**src/rtl/mem_access_pkg.sv**
```systemverilog
// Shared constants for the memory-access stage: default datapath width,
// FSM state encoding and the doubleword alignment mask.
package mem_access_pkg;

  localparam int WORD_DEFAULT = 64;

  // Accesses are doublewords; any low address bit under this mask is misaligned.
  localparam logic [2:0] ALIGN_MASK = 3'b111;

  typedef enum logic [1:0] {
    ST_IDLE   = 2'd0,
    ST_ACCESS = 2'd1,
    ST_HOLD   = 2'd2
  } state_e;

  function automatic logic is_misaligned(input logic [2:0] addr_lo);
    return |(addr_lo & ALIGN_MASK);
  endfunction

endpackage

```
**src/rtl/mem_access_ex_mem_reg.sv**
```systemverilog
// EX/MEM capture register: loads the whole execute-stage bundle on accept.
// Synchronous active-high reset clears it so every derived output reads zero.
module ex_mem_reg #(
  parameter int W = 8
) (
  input  logic         clk_i,
  input  logic         reset_i,
  input  logic         en_i,
  input  logic [W-1:0] d_i,
  output logic [W-1:0] q_o
);

  logic [W-1:0] cap_q;

  always_ff @(posedge clk_i) begin
    if (reset_i) begin
      cap_q <= '0;
    end else if (en_i) begin
      cap_q <= d_i;
    end
  end

  assign q_o = cap_q;

endmodule

```
**src/rtl/mem_access.sv**
```systemverilog
// Memory-access pipeline stage: captures an execute result, performs an optional
// data-memory transaction, then holds the writeback result until wb_ready_i.
module mem_access
  import mem_access_pkg::*;
#(
  parameter int WORD = WORD_DEFAULT
) (
  input  logic            clk_i,
  input  logic            reset_i,
  input  logic            ex_valid_i,
  output logic            ex_ready_o,
  input  logic [WORD-1:0] alu_result_i,
  input  logic [WORD-1:0] write_data_i,
  input  logic [WORD-1:0] branch_target_i,
  input  logic            zero_i,
  input  logic            mem_read_i,
  input  logic            mem_write_i,
  input  logic            branch_i,
  input  logic            uncond_branch_i,
  input  logic [4:0]      rd_i,
  output logic            dm_req_o,
  output logic            dm_we_o,
  output logic [WORD-1:0] dm_addr_o,
  output logic [WORD-1:0] dm_wdata_o,
  input  logic            dm_ack_i,
  input  logic [WORD-1:0] dm_rdata_i,
  output logic            wb_valid_o,
  input  logic            wb_ready_i,
  output logic [WORD-1:0] wb_data_o,
  output logic [4:0]      wb_rd_o,
  output logic            wb_reg_write_o,
  output logic            pc_src_o,
  output logic [WORD-1:0] pc_target_o,
  output logic            align_err_o
);

  typedef struct packed {
    logic [WORD-1:0] alu_result;
    logic [WORD-1:0] write_data;
    logic [WORD-1:0] branch_target;
    logic            zero;
    logic            mem_read;
    logic            mem_write;
    logic            branch;
    logic            uncond_branch;
    logic [4:0]      rd;
  } op_t;

  op_t             op_in;
  op_t             op_q;
  state_e          state_q, state_d;
  logic            accept;
  logic            fresh_q;
  logic [WORD-1:0] rdata_q, rdata_d;
  logic            in_mem, in_mis;
  logic            cap_mem, cap_mis, cap_load_ok;

  assign op_in = '{
    alu_result:    alu_result_i,
    write_data:    write_data_i,
    branch_target: branch_target_i,
    zero:          zero_i,
    mem_read:      mem_read_i,
    mem_write:     mem_write_i,
    branch:        branch_i,
    uncond_branch: uncond_branch_i,
    rd:            rd_i
  };

  ex_mem_reg #(.W($bits(op_t))) u_ex_mem_reg (
    .clk_i   (clk_i),
    .reset_i (reset_i),
    .en_i    (accept),
    .d_i     (op_in),
    .q_o     (op_q)
  );

  assign in_mem      = mem_read_i | mem_write_i;
  assign in_mis      = is_misaligned(alu_result_i[2:0]);
  assign cap_mem     = op_q.mem_read | op_q.mem_write;
  assign cap_mis     = is_misaligned(op_q.alu_result[2:0]);
  assign cap_load_ok = op_q.mem_read & ~cap_mis;

  always_ff @(posedge clk_i) begin
    if (reset_i) begin
      state_q <= ST_IDLE;
      fresh_q <= 1'b0;
      rdata_q <= '0;
    end else begin
      state_q <= state_d;
      fresh_q <= accept;
      rdata_q <= rdata_d;
    end
  end

  always_comb begin
    state_d    = state_q;
    ex_ready_o = 1'b0;
    rdata_d    = rdata_q;
    case (state_q)
      ST_IDLE:   ex_ready_o = 1'b1;
      ST_ACCESS: begin
        if (dm_ack_i) begin
          state_d = ST_HOLD;
          if (op_q.mem_read) rdata_d = dm_rdata_i;
        end
      end
      ST_HOLD: begin
        ex_ready_o = wb_ready_i;
        if (wb_ready_i) state_d = ST_IDLE;
      end
      default:   state_d = ST_IDLE;
    endcase
    accept = ex_valid_i & ex_ready_o;
    // A new accept overrides the HOLD->IDLE drain so back-to-back ops never bubble.
    if (accept) state_d = (in_mem && !in_mis) ? ST_ACCESS : ST_HOLD;
  end

  assign dm_req_o   = (state_q == ST_ACCESS);
  assign dm_we_o    = dm_req_o & op_q.mem_write;
  assign dm_addr_o  = op_q.alu_result;
  assign dm_wdata_o = op_q.write_data;

  assign wb_valid_o     = (state_q == ST_HOLD);
  assign wb_data_o      = cap_load_ok ? rdata_q : op_q.alu_result;
  assign wb_rd_o        = op_q.rd;
  // Stores, branches and faulted (misaligned) accesses never write the register file.
  assign wb_reg_write_o = wb_valid_o & ~op_q.mem_write & ~op_q.branch
                        & ~op_q.uncond_branch & ~(cap_mem & cap_mis);

  assign pc_src_o    = fresh_q & ((op_q.branch & op_q.zero) | op_q.uncond_branch);
  assign pc_target_o = op_q.branch_target;
  assign align_err_o = fresh_q & cap_mem & cap_mis;

endmodule

```
**config.mk**
```make
export PLATFORM = sky130hd
export DESIGN_NAME = mem_access
export DESIGN_NICKNAME = d
export VERILOG_FILES = /design/src/rtl/mem_access_pkg.sv /design/src/rtl/mem_access_ex_mem_reg.sv /design/src/rtl/mem_access.sv
export SDC_FILE = /design/constraint.sdc
export NUM_CORES = 1
export LEC_CHECK = 0
export ABC_AREA = 0
export ABC_CLOCK_PERIOD_IN_PS = 4140
export CAP_MARGIN = 20
export CORE_AREA = 2 2 212 214
export CTS_CLUSTER_DIAMETER = 30
export DETAILED_ROUTE_END_ITERATION = 6
export DIE_AREA = 0 0 214 216
export PLACE_DENSITY = 0.58
export SLEW_MARGIN = 20
export SYNTH_ARGS = -nofsm -noshare
export SYNTH_HDL_FRONTEND = slang
export SYNTH_HIERARCHICAL = 1
export SYNTH_SLANG_ARGS = --single-unit
```
**constraint.sdc**
```tcl
create_clock -name clk_i -period 4.14 [get_ports clk_i]
set_input_delay 0.414 -clock clk_i [delete_from_list [all_inputs] [get_ports clk_i]]
set_output_delay 0.414 -clock clk_i [all_outputs]
set_load 0.01 [all_outputs]
```
# Word level (Yosys, flattened, before mapping)
# Cells that the tools add are included.
[word_totals]
regBits = 269
inputBits = 271
wordCells = 43
[op_classes]
eq_ne = 5
muxes = 7
bitwise = 20
reduce_logical = 7
[ops]
columns = ["op", "n"]
rows = [
  ["64-bit two-way mux", 1],
  ["1-bit AND", 12],
  ["2-bit two-way mux", 4],
  ["3-bit by 1-bit != test with 1-bit output, second input constant", 2],
  ["2-bit one-hot mux with 3 select lines", 1],
  ["3-bit AND reduction", 2],
  ["3-bit OR reduction", 2],
  ["1-bit NOT", 5],
  ["1-bit OR", 3],
  ["2-bit by 1-bit equality test with 1-bit output, second input constant", 1],
  ["2-bit equality test, second input constant", 1],
  ["2-bit zero test", 1],
  ["2-bit != test, second input constant", 1],
  ["1-bit one-hot mux with 2 select lines", 1],
  ["1-bit logical AND", 1],
  ["1-bit zero test", 1],
]

# Logic depth before layout (Yosys ltp)
[logic_depth]
depth_word = 5
mapped_depth = 9
mapped_depth_nobuf = 6

# Cells and area by module
# The synthesis kept the hierarchy.
[modules_own_cells]
columns = ["module", "instances", "cells_per_inst", "area_each_um2", "seq_area_each_um2"]
rows = [
  ["ex_mem_reg", 1, 651, 7340.8, 4043.9],
  ["mem_access", 1, 380, 3445.8, 1341.3],
]

# Least setup slack after synthesis
# OpenSTA, ideal clock, no wires.
[synth_path]
kind = "register to output"
from = "reg u_ex_mem_reg.cap_q[138], in the netlist u_ex_mem_reg/q_o[138]"
to = "out wb_data_o[29]"
arrival_ns = 1.368
t_required_ns = 3.726
path_slack_ns = 2.358
path_stages_with_launch = 6
path_buffers = 2
cell_sequence = "dfxtp_1 nor3_2 and2_1 buf_6 buf_6 mux2_1"
[synth_between]
elab_chain_len = 4
[synth_rtl]
columns = ["element", "line_no", "rtl"]
rows = [
  ["start, declared", "mem_access_ex_mem_reg.sv:13", "logic [W-1:0] cap_q;"],
  ["start signal, assigned", "mem_access_ex_mem_reg.sv:19", "cap_q <= d_i;"],
  ["3-bit OR reduction", "mem_access_pkg.sv:17", "return |(addr_lo & ALIGN_MASK);"],
  ["1-bit NOT", "mem_access.sv:82", "assign cap_load_ok = op_q.mem_read & ~cap_mis;"],
  ["1-bit AND", "mem_access.sv:82", ""],
  ["64-bit two-way mux", "mem_access.sv:125", "assign wb_data_o = cap_load_ok ? rdata_q : op_q.alu_result;"],
  ["end, declared", "mem_access.sv:29", "output logic [WORD-1:0] wb_data_o,"],
]
# No other way between the ends.

# Final worst setup path
[layout_path]
from = "reg u_ex_mem_reg.cap_q[138], in the netlist u_ex_mem_reg/q_o[138]"
to = "out wb_data_o[15]"
# Same word-level chain as after synthesis.

==> results.sh <==
export IMPL_pwr_share_comb=0.123
export IMPL_die_area_um2=46200
export IMPL_routed_wirelength_um=39800
export IMPL_synth_top_cells_by_count="dfxtp_1 (269), nor2_1 (208), mux2i_1 (202)"
export IMPL_hpwl_um=28400
export IMPL_cellLeakagePower_nw=7.57
export IMPL_syn2layout_area_growth_pct=75.5
export IMPL_tightest_slew_ps=916
export IMPL_worstSetupEndpointType="primary output"
export IMPL_vias=9542
export IMPL_first_pass_iters=4
export IMPL_overflow=0
export IMPL_ir_drop_mv=0.411
export IMPL_whs_endpoint="u_ex_mem_reg/q_o[13]"
export IMPL_dieHeight_um=216
export IMPL_dp_cells=2106
export IMPL_seq_power_share=0.292
export IMPL_status="complete, no violations"
export IMPL_ys_seq_area_frac=0.499
export IMPL_rr_worst_depth=6
export IMPL_hold_path_cell_count=2
export IMPL_power_density_nw_per_um2=512
export IMPL_ios=539
export IMPL_synth_edf_count=0
export IMPL_grt_max_degree=113
export IMPL_cap_violations=0
export IMPL_grt_pass1_wl_um=59100
export IMPL_syn_num_nets=1302
export IMPL_required_ps=3730
export IMPL_synth_top_area_share=0.499
export IMPL_clkTransAtPathRegs_ps=40
export IMPL_fp_row_count=77
export IMPL_antenna_found_initial=6
export IMPL_clockPowerShare=0.585
export IMPL_fmax_mhz=300
export IMPL_wl_per_cell_um=17.7
export IMPL_yosysTopAreaCell="dfxtp_1"
export IMPL_fin_skew_ps=16.7
export IMPL_ctsResizeCount=0
export IMPL_cts_setup_buffers=0
export IMPL_ys_warn_count=6
export IMPL_period_share=0.806
export IMPL_crit_arrival_ps=2920
export IMPL_clk_path_buf_depth=3
export IMPL_drt_iter0_drc=331
export IMPL_yosysUniqueCellTypes=30
export IMPL_cp_max_fo=36
export IMPL_holdCritPathClass="in -> reg"
export IMPL_finalSetupViolCount=0
export IMPL_ant_nets=0
export IMPL_clock_latency_ps=580
export IMPL_nets=1865
export IMPL_post_route_drc_count=0
export IMPL_yosys_top_cells_area="dfxtp_1 (50%), mux2i_1 (19%), nor2_1 (7.2%)"
export IMPL_drv_slew=0
export IMPL_grt_usage=0.166
export IMPL_p_switching_mw=2.27
export IMPL_numClockSinks=269
export IMPL_synth_async_reset_ratio=0
export IMPL_final_hold_viol_count=0
export IMPL_cts_buffers_inserted=77
export IMPL_avgSynthCellArea_um2=10.5
export IMPL_hold_start="reset_i"
export IMPL_syn_cell_area_um2=10800
export IMPL_cts_tree="built"
export IMPL_r2r_end="u_ex_mem_reg/q_o[161]"
export IMPL_final_cells=2251
export IMPL_netlist_instances=1031
export IMPL_period_needed_ps=3340
export IMPL_relSlewSlack=0.389
export IMPL_setup_tns_ps=0
export IMPL_rrSetupSlack_ps=2020
export IMPL_drive_above_1_share=0.144
export IMPL_port_buffer_count=538
export IMPL_start_util=0.246
export IMPL_start_kind="flip-flop"
export IMPL_cts_hold_buf=0
export IMPL_fillers=4202
export IMPL_viasPerCell=4.24
export IMPL_rsz0062_at_grt="false"
export IMPL_path_class="reg -> out"
export IMPL_ys_seq_elements=269
export IMPL_r2r_start="state_q[1]"
export IMPL_htreeDepth=3
export IMPL_yosysMostFrequentCell="dfxtp_1"
export IMPL_ys_flop_type="dfxtp_1"
export IMPL_die_w_um=214
export IMPL_grt_pass1_vias=9915
export IMPL_internal_power_mw=7.42
export IMPL_place_congestion=0.826
export IMPL_root_buffer="clkbuf_16"
export IMPL_swShare=0.235
export IMPL_core_region_area_um2=43800
-- power by group through the flow --
stage	logic (mW)	clock network, mW	registers [mW]
floorplan	0.481	0	2.91
global placement	1.19	0	2.87
detailed placement	1.20	0	2.87
CTS	1.21	5.80	2.83
global route	1.27	5.96	2.84
finish	1.19	5.67	2.83
-- sequential cells by signal, summed over array words and instances, names as in the netlist --
name,flops
u_ex_mem_reg/q_o,202
state_q,2
fresh_q,1
rdata_q,64
-- how the worst max path moves through the flow --
stage | from | to | slack (ps) | cells after the start
after floorplan | u_ex_mem_reg/q_o[138] | wb_data_o[29] | 2360 | 5
after global placement | u_ex_mem_reg/q_o[138] | wb_data_o[8] | 1420 | 5
after detailed placement | u_ex_mem_reg/q_o[138] | wb_data_o[8] | 1410 | 5
after CTS | u_ex_mem_reg/q_o[138] | wb_data_o[11] | 750 | 5
after global routing | u_ex_mem_reg/q_o[138] | wb_data_o[11] | 660 | 5
final | u_ex_mem_reg/q_o[138] | wb_data_o[15] | 800 | 5
-- critical path, cell delays in order, from the launching register on --
cell	delay [ps]
dfxtp_1	340
nor3_2	240
and2_4	480
buf_12	320
mux2_2	370
clkdlybuf4s50_1	520
-- placed cells by master (no fill, tap or decap), drive strengths merged --
cell type / instances
nand3: 1
a21o: 3
mux2i: 202
and2b: 1
nor2: 208
nor3: 2
bufinv: 4
nand2: 129
o21ai: 2
clkinvlp: 1
clkinv: 22
clkbuf: 110
dfxtp: 269
a22o: 1
a31oi: 1
diode: 3
a21oi: 66
o211a: 1
clkdlybuf4s50: 537
nor3b: 1
and2: 2
and3: 1
mux2: 61
inv: 7
buf: 20
nor4: 1
nor2b: 3
-- layout make-up --
type                    count  area [um2]  area share
inverters                   3        18.8    0.000991
diodes                      3        7.51    0.000397
multi-input cells         686        4600       0.243
clock buffers             110        2230       0.118
well taps                 592         741      0.0391
repair buffers            557        5620       0.297
flip-flops and latches    269        5390       0.284
clock inverters            31         324      0.0171
-- cell families after synthesis --
family	Yosys count	synth area share
flops	269	0.499
simple gates	349	0.129
buf+inv	76	0.0744
compound gates	74	0.0467
mux	263	0.251
-- metrics by stage --
step / power [mW] / utilization / setup WS, ps / cell area [um2] / hold slack, ps
3_3_place_gp: 4.06 / 0.373 / 1420 / 16300 / 440
3_5_place_dp: 4.07 / 0.373 / 1410 / 16300 / 446
5_1_grt: 10.1 / 0.432 / 664 / 18900 / 326
2_1_floorplan: 3.39 / - / 2360 / 10800 / 433
6_report: 9.69 / 0.432 / 803 / 18900 / 311
4_1_cts: 9.84 / 0.431 / 747 / 18900 / 326
-- metal layers --
layer | up-vias | global-route usage | part of all wire
met5 | - | 0 | 0.00095
met4 | 6 | 0.0830 | 0.035
met3 | 79 | 0.0747 | 0.096
met2 | 432 | 0.277 | 0.48
met1 | 4424 | 0.179 | 0.39
li1 | 4601 | - | -
Power figures use the tool's default switching activity.
